<file path="config.mk">
export PLATFORM = sky130hd
export DESIGN_NAME = mem_dma
export DESIGN_NICKNAME = d
export VERILOG_FILES = /design/src/rtl/mem_bus_pkg.sv /design/src/rtl/mem_dma.sv
export SDC_FILE = /design/constraint.sdc
export NUM_CORES = 1
export LEC_CHECK = 0
export ABC_AREA = 1
export BUFFER_PORTS_ARGS = -buffer_cell sky130_fd_sc_hd__buf_2
export CAP_MARGIN = 20
export CORE_MARGIN = 2
export CORE_UTILIZATION = 61
export DETAILED_ROUTE_END_ITERATION = 8
export PLACE_DENSITY = 0.85
export SYNTH_ARGS = -nofsm -noshare
export SYNTH_HDL_FRONTEND = slang
export SYNTH_SLANG_ARGS = --single-unit
</file>
<file path="constraint.sdc">
create_clock -name CLK -period 3 [get_ports CLK]
set_clock_uncertainty 0.15 [all_clocks]
set_input_delay 0.6 -clock CLK [delete_from_list [all_inputs] [get_ports CLK]]
set_output_delay 0.6 -clock CLK [all_outputs]
set_load 0.05 [all_outputs]
</file>
<file path="src/rtl/mem_bus_pkg.sv">
// Shared definitions for the 6502 memory-port bus initiators.
// Holds the transfer state encoding, default bus widths and the
// wrapping address-increment helper.
package mem_bus_pkg;

  localparam int ADDR_W_DEF = 16;
  localparam int DATA_W_DEF = 8;

  typedef enum logic [2:0] {
    IDLE  = 3'd0,
    REQ   = 3'd1,
    READ  = 3'd2,
    WRITE = 3'd3,
    DONE  = 3'd4
  } state_t;

  // Increment an address of width w, wrapping to zero past the top.
  // Callers pass the address zero-extended to 32 bits and slice the result.
  function automatic logic [31:0] addr_inc(input logic [31:0] a, input int unsigned w);
    logic [31:0] mask;
    mask = (32'd1 << w) - 32'd1;
    return (a + 32'd1) & mask;
  endfunction

endpackage

</file>
<file path="src/rtl/mem_dma.sv">
// Block copy / fill engine on the 6502 RAM port.
// Copy: 2 cycles per byte, fill: 1 cycle per byte, plus 1 request cycle and 1 done cycle.
// Backpressure: holds BusReq until granted; losing BusGrant suppresses WE at once and re-requests.
module mem_dma
  import mem_bus_pkg::*;
#(
  parameter int ADDR_W = ADDR_W_DEF,
  parameter int DATA_W = DATA_W_DEF
) (
  input  logic              CLK,
  input  logic              RESET_N,
  input  logic              Start,
  input  logic              Fill,
  input  logic [ADDR_W-1:0] SrcAddr,
  input  logic [ADDR_W-1:0] DstAddr,
  input  logic [ADDR_W-1:0] Len,
  input  logic [DATA_W-1:0] FillValue,
  input  logic              BusGrant,
  input  logic [DATA_W-1:0] MemRData,
  output logic              BusReq,
  output logic              MemWE,
  output logic [ADDR_W-1:0] MemAddress,
  output logic [DATA_W-1:0] MemWData,
  output logic              Busy,
  output logic              Done
);

  state_t            r_state;
  logic              r_fill;
  logic [ADDR_W-1:0] r_src;
  logic [ADDR_W-1:0] r_dst;
  logic [ADDR_W-1:0] r_rem;
  logic [DATA_W-1:0] r_fill_val;
  logic              r_busreq;
  logic              r_we;
  logic [ADDR_W-1:0] r_addr;
  logic [DATA_W-1:0] r_wdata;
  logic              r_busy;
  logic              r_done;

  logic [ADDR_W-1:0] w_src_next;
  logic [ADDR_W-1:0] w_dst_next;
  logic [DATA_W-1:0] w_wdata;

  assign w_src_next = ADDR_W'(addr_inc(32'(r_src), ADDR_W));
  assign w_dst_next = ADDR_W'(addr_inc(32'(r_dst), ADDR_W));

  // Copy data comes straight from the RAM read port in the WRITE cycle,
  // since the registered read only becomes valid in that cycle.
  assign w_wdata = r_fill ? r_fill_val : MemRData;

  // Outside WRITE the data bus shows the last byte written.
  assign MemWData = (r_state == WRITE) ? w_wdata : r_wdata;

  // WE is dropped in the same cycle that grant is lost or reset is asserted,
  // so no byte lands in memory while the CPU owns the bus or during an abort.
  assign MemWE      = r_we & BusGrant & RESET_N;
  assign MemAddress = r_addr;
  assign BusReq     = r_busreq;
  assign Busy       = r_busy;
  assign Done       = r_done;

  // Transfer sequencer: command latch, counters and registered bus outputs.
  always_ff @(posedge CLK) begin
    if (!RESET_N) begin
      r_state    <= IDLE;
      r_fill     <= 1'b0;
      r_src      <= '0;
      r_dst      <= '0;
      r_rem      <= '0;
      r_fill_val <= '0;
      r_busreq   <= 1'b0;
      r_we       <= 1'b0;
      r_addr     <= '0;
      r_wdata    <= '0;
      r_busy     <= 1'b0;
      r_done     <= 1'b0;
    end else begin
      r_done <= 1'b0;
      case (r_state)
        IDLE: begin
          if (Start) begin
            if (Len != '0) begin
              r_fill     <= Fill;
              r_src      <= SrcAddr;
              r_dst      <= DstAddr;
              r_rem      <= Len;
              r_fill_val <= FillValue;
              r_busreq   <= 1'b1;
              r_busy     <= 1'b1;
              r_state    <= REQ;
            end else begin
              // Zero-length command completes without touching the bus.
              r_done  <= 1'b1;
              r_state <= DONE;
            end
          end
        end

        REQ: begin
          if (BusGrant) begin
            if (r_fill) begin
              r_addr  <= r_dst;
              r_we    <= 1'b1;
              r_state <= WRITE;
            end else begin
              // A paused copy always re-reads the source: the CPU may
              // have changed RAM DataOut while it held the bus.
              r_addr  <= r_src;
              r_we    <= 1'b0;
              r_state <= READ;
            end
          end
        end

        READ: begin
          if (!BusGrant) begin
            r_state <= REQ;
          end else begin
            r_addr  <= r_dst;
            r_we    <= 1'b1;
            r_state <= WRITE;
          end
        end

        WRITE: begin
          if (!BusGrant) begin
            r_we    <= 1'b0;
            r_state <= REQ;
          end else begin
            r_wdata <= w_wdata;
            r_dst   <= w_dst_next;
            if (!r_fill) begin
              r_src <= w_src_next;
            end
            r_rem <= r_rem - ADDR_W'(1);
            if (r_rem == ADDR_W'(1)) begin
              r_we     <= 1'b0;
              r_busreq <= 1'b0;
              r_busy   <= 1'b0;
              r_done   <= 1'b1;
              r_state  <= DONE;
            end else if (r_fill) begin
              r_addr  <= w_dst_next;
              r_state <= WRITE;
            end else begin
              r_addr  <= w_src_next;
              r_we    <= 1'b0;
              r_state <= READ;
            end
          end
        end

        DONE: begin
          r_state <= IDLE;
        end

        default: begin
          r_state <= IDLE;
        end
      endcase
    end
  end

endmodule

</file>
# Word-level counts from Yosys, hierarchy flattened
# Index checks and enable logic that the tools add are counted.
# word_totals
inputBits	69
wordCells	88
regBits	87
output_inout_bits	28
# op_classes
reduce_logical	12
muxes	47
n_addsub	3
n_bitwise	2
eq_ne	13
# ops
cell	n
$mux W16	16
$pmux W16 S2	3
$pmux W16 S3	1
$add A16 B1 Y16 const B	2
$eq A16 B1 Y1 const B	1
$mux W8	2
$reduce_bool A16 Y1	1
$sub A16 B1 Y16 const B	1
$mux W1	15
$mux W3	5
$reduce_and A5 Y1	3
$ne A2 B2 Y1 const B	7
$pmux W3 S4	1
$reduce_and A4 Y1	2
$eq A3 B2 Y1 const B	2
$ne A4 B3 Y1 const B	1
$pmux W1 S2	2
$reduce_and A2 Y1	2
$eq A3 B1 Y1 const B	1
$logic_not A3 Y1	1
$pmux W1 S3	1
$reduce_and A3 Y1	1
$reduce_bool A3 Y1	1
$and A1 B1 Y1	2
3 further kinds	3

# Longest topological paths before layout
# depth
depth_word	5
depth_mapped	12
mapped_depth_nobuf	11

# Least setup slack after synthesis
# Ideal clock, no wire load.
# synth_timing
path_kind	register -> output
startpoint	register r_state[1]
endpoint	output port MemWData[5]
path_slack_ns	0.074
n_path_buf	3
path_stages_with_launch	6
arrival_ns	2.176
cell_sequence	dfxtp_1 nand3_4 buf_4 buf_2 clkbuf_1 o21ai_0
# synth_via
elab_chain_len	2
# synth_rtl
element	line	rtl
from (decl)	mem_dma.sv:28	state_t r_state;
from (signal assigned)	mem_dma.sv:66	r_state <= IDLE;
from (signal assigned)	mem_dma.sv:91	r_state <= REQ;
from (signal assigned)	mem_dma.sv:95	r_state <= DONE;
$eq A3 B2 Y1	mem_dma.sv:53	assign MemWData = (r_state == WRITE) ? w_wdata : r_wdata;
$mux W8	mem_dma.sv:53	
to (decl)	mem_dma.sv:23	output logic [DATA_W-1:0] MemWData,
# No other way between the ends.

# Worst setup path after layout
# layout_timing
startpoint	register r_state[1]
endpoint	output port MemWData[0]
# Same word-level chain as after synthesis.

==> impl_metrics.ini <==
[run_status]
outcome = finished clean

[sta]
timing.fmax_mhz = 356
tightestPinTransition_ns = 0.713
relSlewSlack = 0.524
finalCriticalPeriod_ns = 2.81
setup_viol = 0
fin_crit_sh = 0.937
drv_slew = 0
hold_ws_ns = 0.313
hold_violations = 0
tns_ns = 0
rsz0062_at_grt = no

[logic_synthesis]
ys_seq_area_frac = 0.310
ys_seq_elements = 87
synth_area_leaders = dfxtp_1 31%, nand2_1 21%, nor2_1 9.1%
ys.flop_type = dfxtp_1
yosysMostFrequentCell = nand2_1
synthArstFlopShare = 0
netlist_area_um2 = 5620
syn_nets = 1031
yosys.area.top_type = dfxtp_1
syn_area_per_cell_um2 = 5.86
synth_cell_types = 35
synth_cells = 958
netlist_top_cells_count = 307 x nand2_1, 136 x nor2_1, 93 x o21ai_0
synth_top_area_frac = 0.310
yosys_warnings = 0
synth-edff-count = 0

[power_and_ir_drop]
vdd_drop_max_mv = 0.320
p_per_area_nw_per_um2 = 568
leakagePower_nw = 3.07

[critical_path]
end_kind = primary output
required_ns = 2.25
crit_type = reg2out
cp_max_fo = 31
worst_ep_arrival_time_ns = 2.06
start_kind = flop

[cts]
post_cts_buffers = 0
clock-sinks = 87
ctsResizeCount = 0
clk_pin_slew_ns = 0.11
cts_htree_levels = 3
cts_root_buf = clkbuf_8
numCtsBuffers = 9
cts_tree = done
clockBufferDepth = 2
postCtsHoldBufs = 0
clkLatencyLatePin_ns = 0.37

[finish]
design_area_um2 = 6310
layout.cells.non_filler = 1152
layout-drive-gt1-share = 0.140
fin_nets = 1109
areaGrowthSynthToFinish_pct = 12.2
n_antenna_cell = 0

[global_routing]
grt-ovfl-total = 0
grt_usage = 0.320
antenna_found_initial = 0
grt_max_degree = 52
grt_pass1_vias = 5726
grt_pass1_wl_mm = 26.1

[floorplan]
core_um2 = 9060
start_util = 0.620
pin_count = 97
die_x_um = 100
die-area_um2 = 9990
die_h_um = 100
rows = 35

[place]
io_buffers = 96
place_area_um2 = 6110
dp_cells = 1136
place_hpwl_mm = 11.3
place.gp.congestion = 0.951

[route]
wl_mm = 15.6
antenna_left = 0
num_vias = 6365
wl_per_cell_um = 13.5
dr.pass1.iters = 6
drc_errors = 0
via_per_inst = 5.53
drtIter0Drc = 535

[job]
maxCapViolations = 0

[worst_hold_path]
hp-class = reg2reg
-- layout by cell type, fill, tap and decap left out, drive strengths merged --
cell type and instances:
o21a 8, dfxtp 87, clkinvlp 1, o2111ai 1, nor2 143, clkinv 2, nand3b 1, buf 106
nand4 17, nor3b 2, xnor2 2, clkbuf 9, nand3 82, nand2 311, or2 1, nor3 4
o21bai 1, o21ai 96, ha 4, xor2 3, a21oi 58, a31oi 1, a21boi 1, inv 99
and2 1
-- per-layer routing --
layer / global-route usage / wire, um / share of wire / up-vias
met4: 0.158 / 673 / 0.043 / 0
met1: 0.402 / 6590 / 0.42 / 2861
li1: - / - / - / 3223
met2: 0.543 / 7390 / 0.47 / 230
met5: 0 / 0 / 0 / -
met3: 0.0390 / 939 / 0.060 / 51
-- state kept, by name, summed over array words and instances, names as in the netlist --
name / cells
r_dst: 16
r_wdata: 8
r_we: 1
r_src: 16
MemAddress: 16
r_fill_val: 8
Done: 1
r_rem: 16
r_state: 3
r_fill: 1
Busy: 1
-- where the power goes --
part / switching, mW / internal (mW) / total (mW)
clock network: 0.508 / 0.327 / 0.835
registers: 0.170 / 1.32 / 1.49
logic: 0.851 / 0.402 / 1.25
-- through the flow --
step / utilization / worst slack, ns / power (mW)
2_1_floorplan: - / 0.0739 / 2.45
3_3_place_gp: 0.674 / 0.644 / 2.73
3_5_place_dp: 0.674 / 0.588 / 2.75
4_1_cts: 0.696 / 0.204 / 3.57
5_1_grt: 0.696 / 0.0228 / 3.81
6_report: 0.696 / 0.189 / 3.58
-- final cells by class --
type / count / area (um^2)
multi-input cells: 737 / 3300
well taps: 111 / 139
flip-flops and latches: 87 / 1740
clock buffers: 9 / 124
repair buffers: 106 / 568
clock inverters: 7 / 72.6
fillers: 884 / 2760
inverters: 95 / 359
-- critical path: stages, from the launching register on --
cell and delay [ns]:
dfxtp_1 0.45, nand3_4 0.34, buf_4 0.35, o21ai_0 0.24, buf_2 0.30
-- cell families (layout without fill, tap and decap cells) --
| group | count (synthesis) | after routing | share of synthesized area |
|---|---|---|---|
| AOI/OAI and AO/OA | 166 | 166 | 0.153 |
| xor gates and xnor gates | 5 | 5 | 0.00780 |
| adders and majority gates | 4 | 4 | 0.00891 |
| buffers and inverters | 134 | 217 | 0.102 |
| DFF | 87 | 87 | 0.310 |
| and+or+nand+nor | 562 | 562 | 0.418 |
-- final timing paths --
path,start,to,slack [ns],cells after the start
worst max-delay path,r_state[1],MemWData[0],0.19,4
worst min-delay path,r_fill_val[6],r_fill_val[6],0.31,2
worst max register to register,r_state[1],MemAddress[2],0.53,7
worst min register to register,r_fill_val[6],r_fill_val[6],0.31,2
Power figures use the tool's default switching activity.
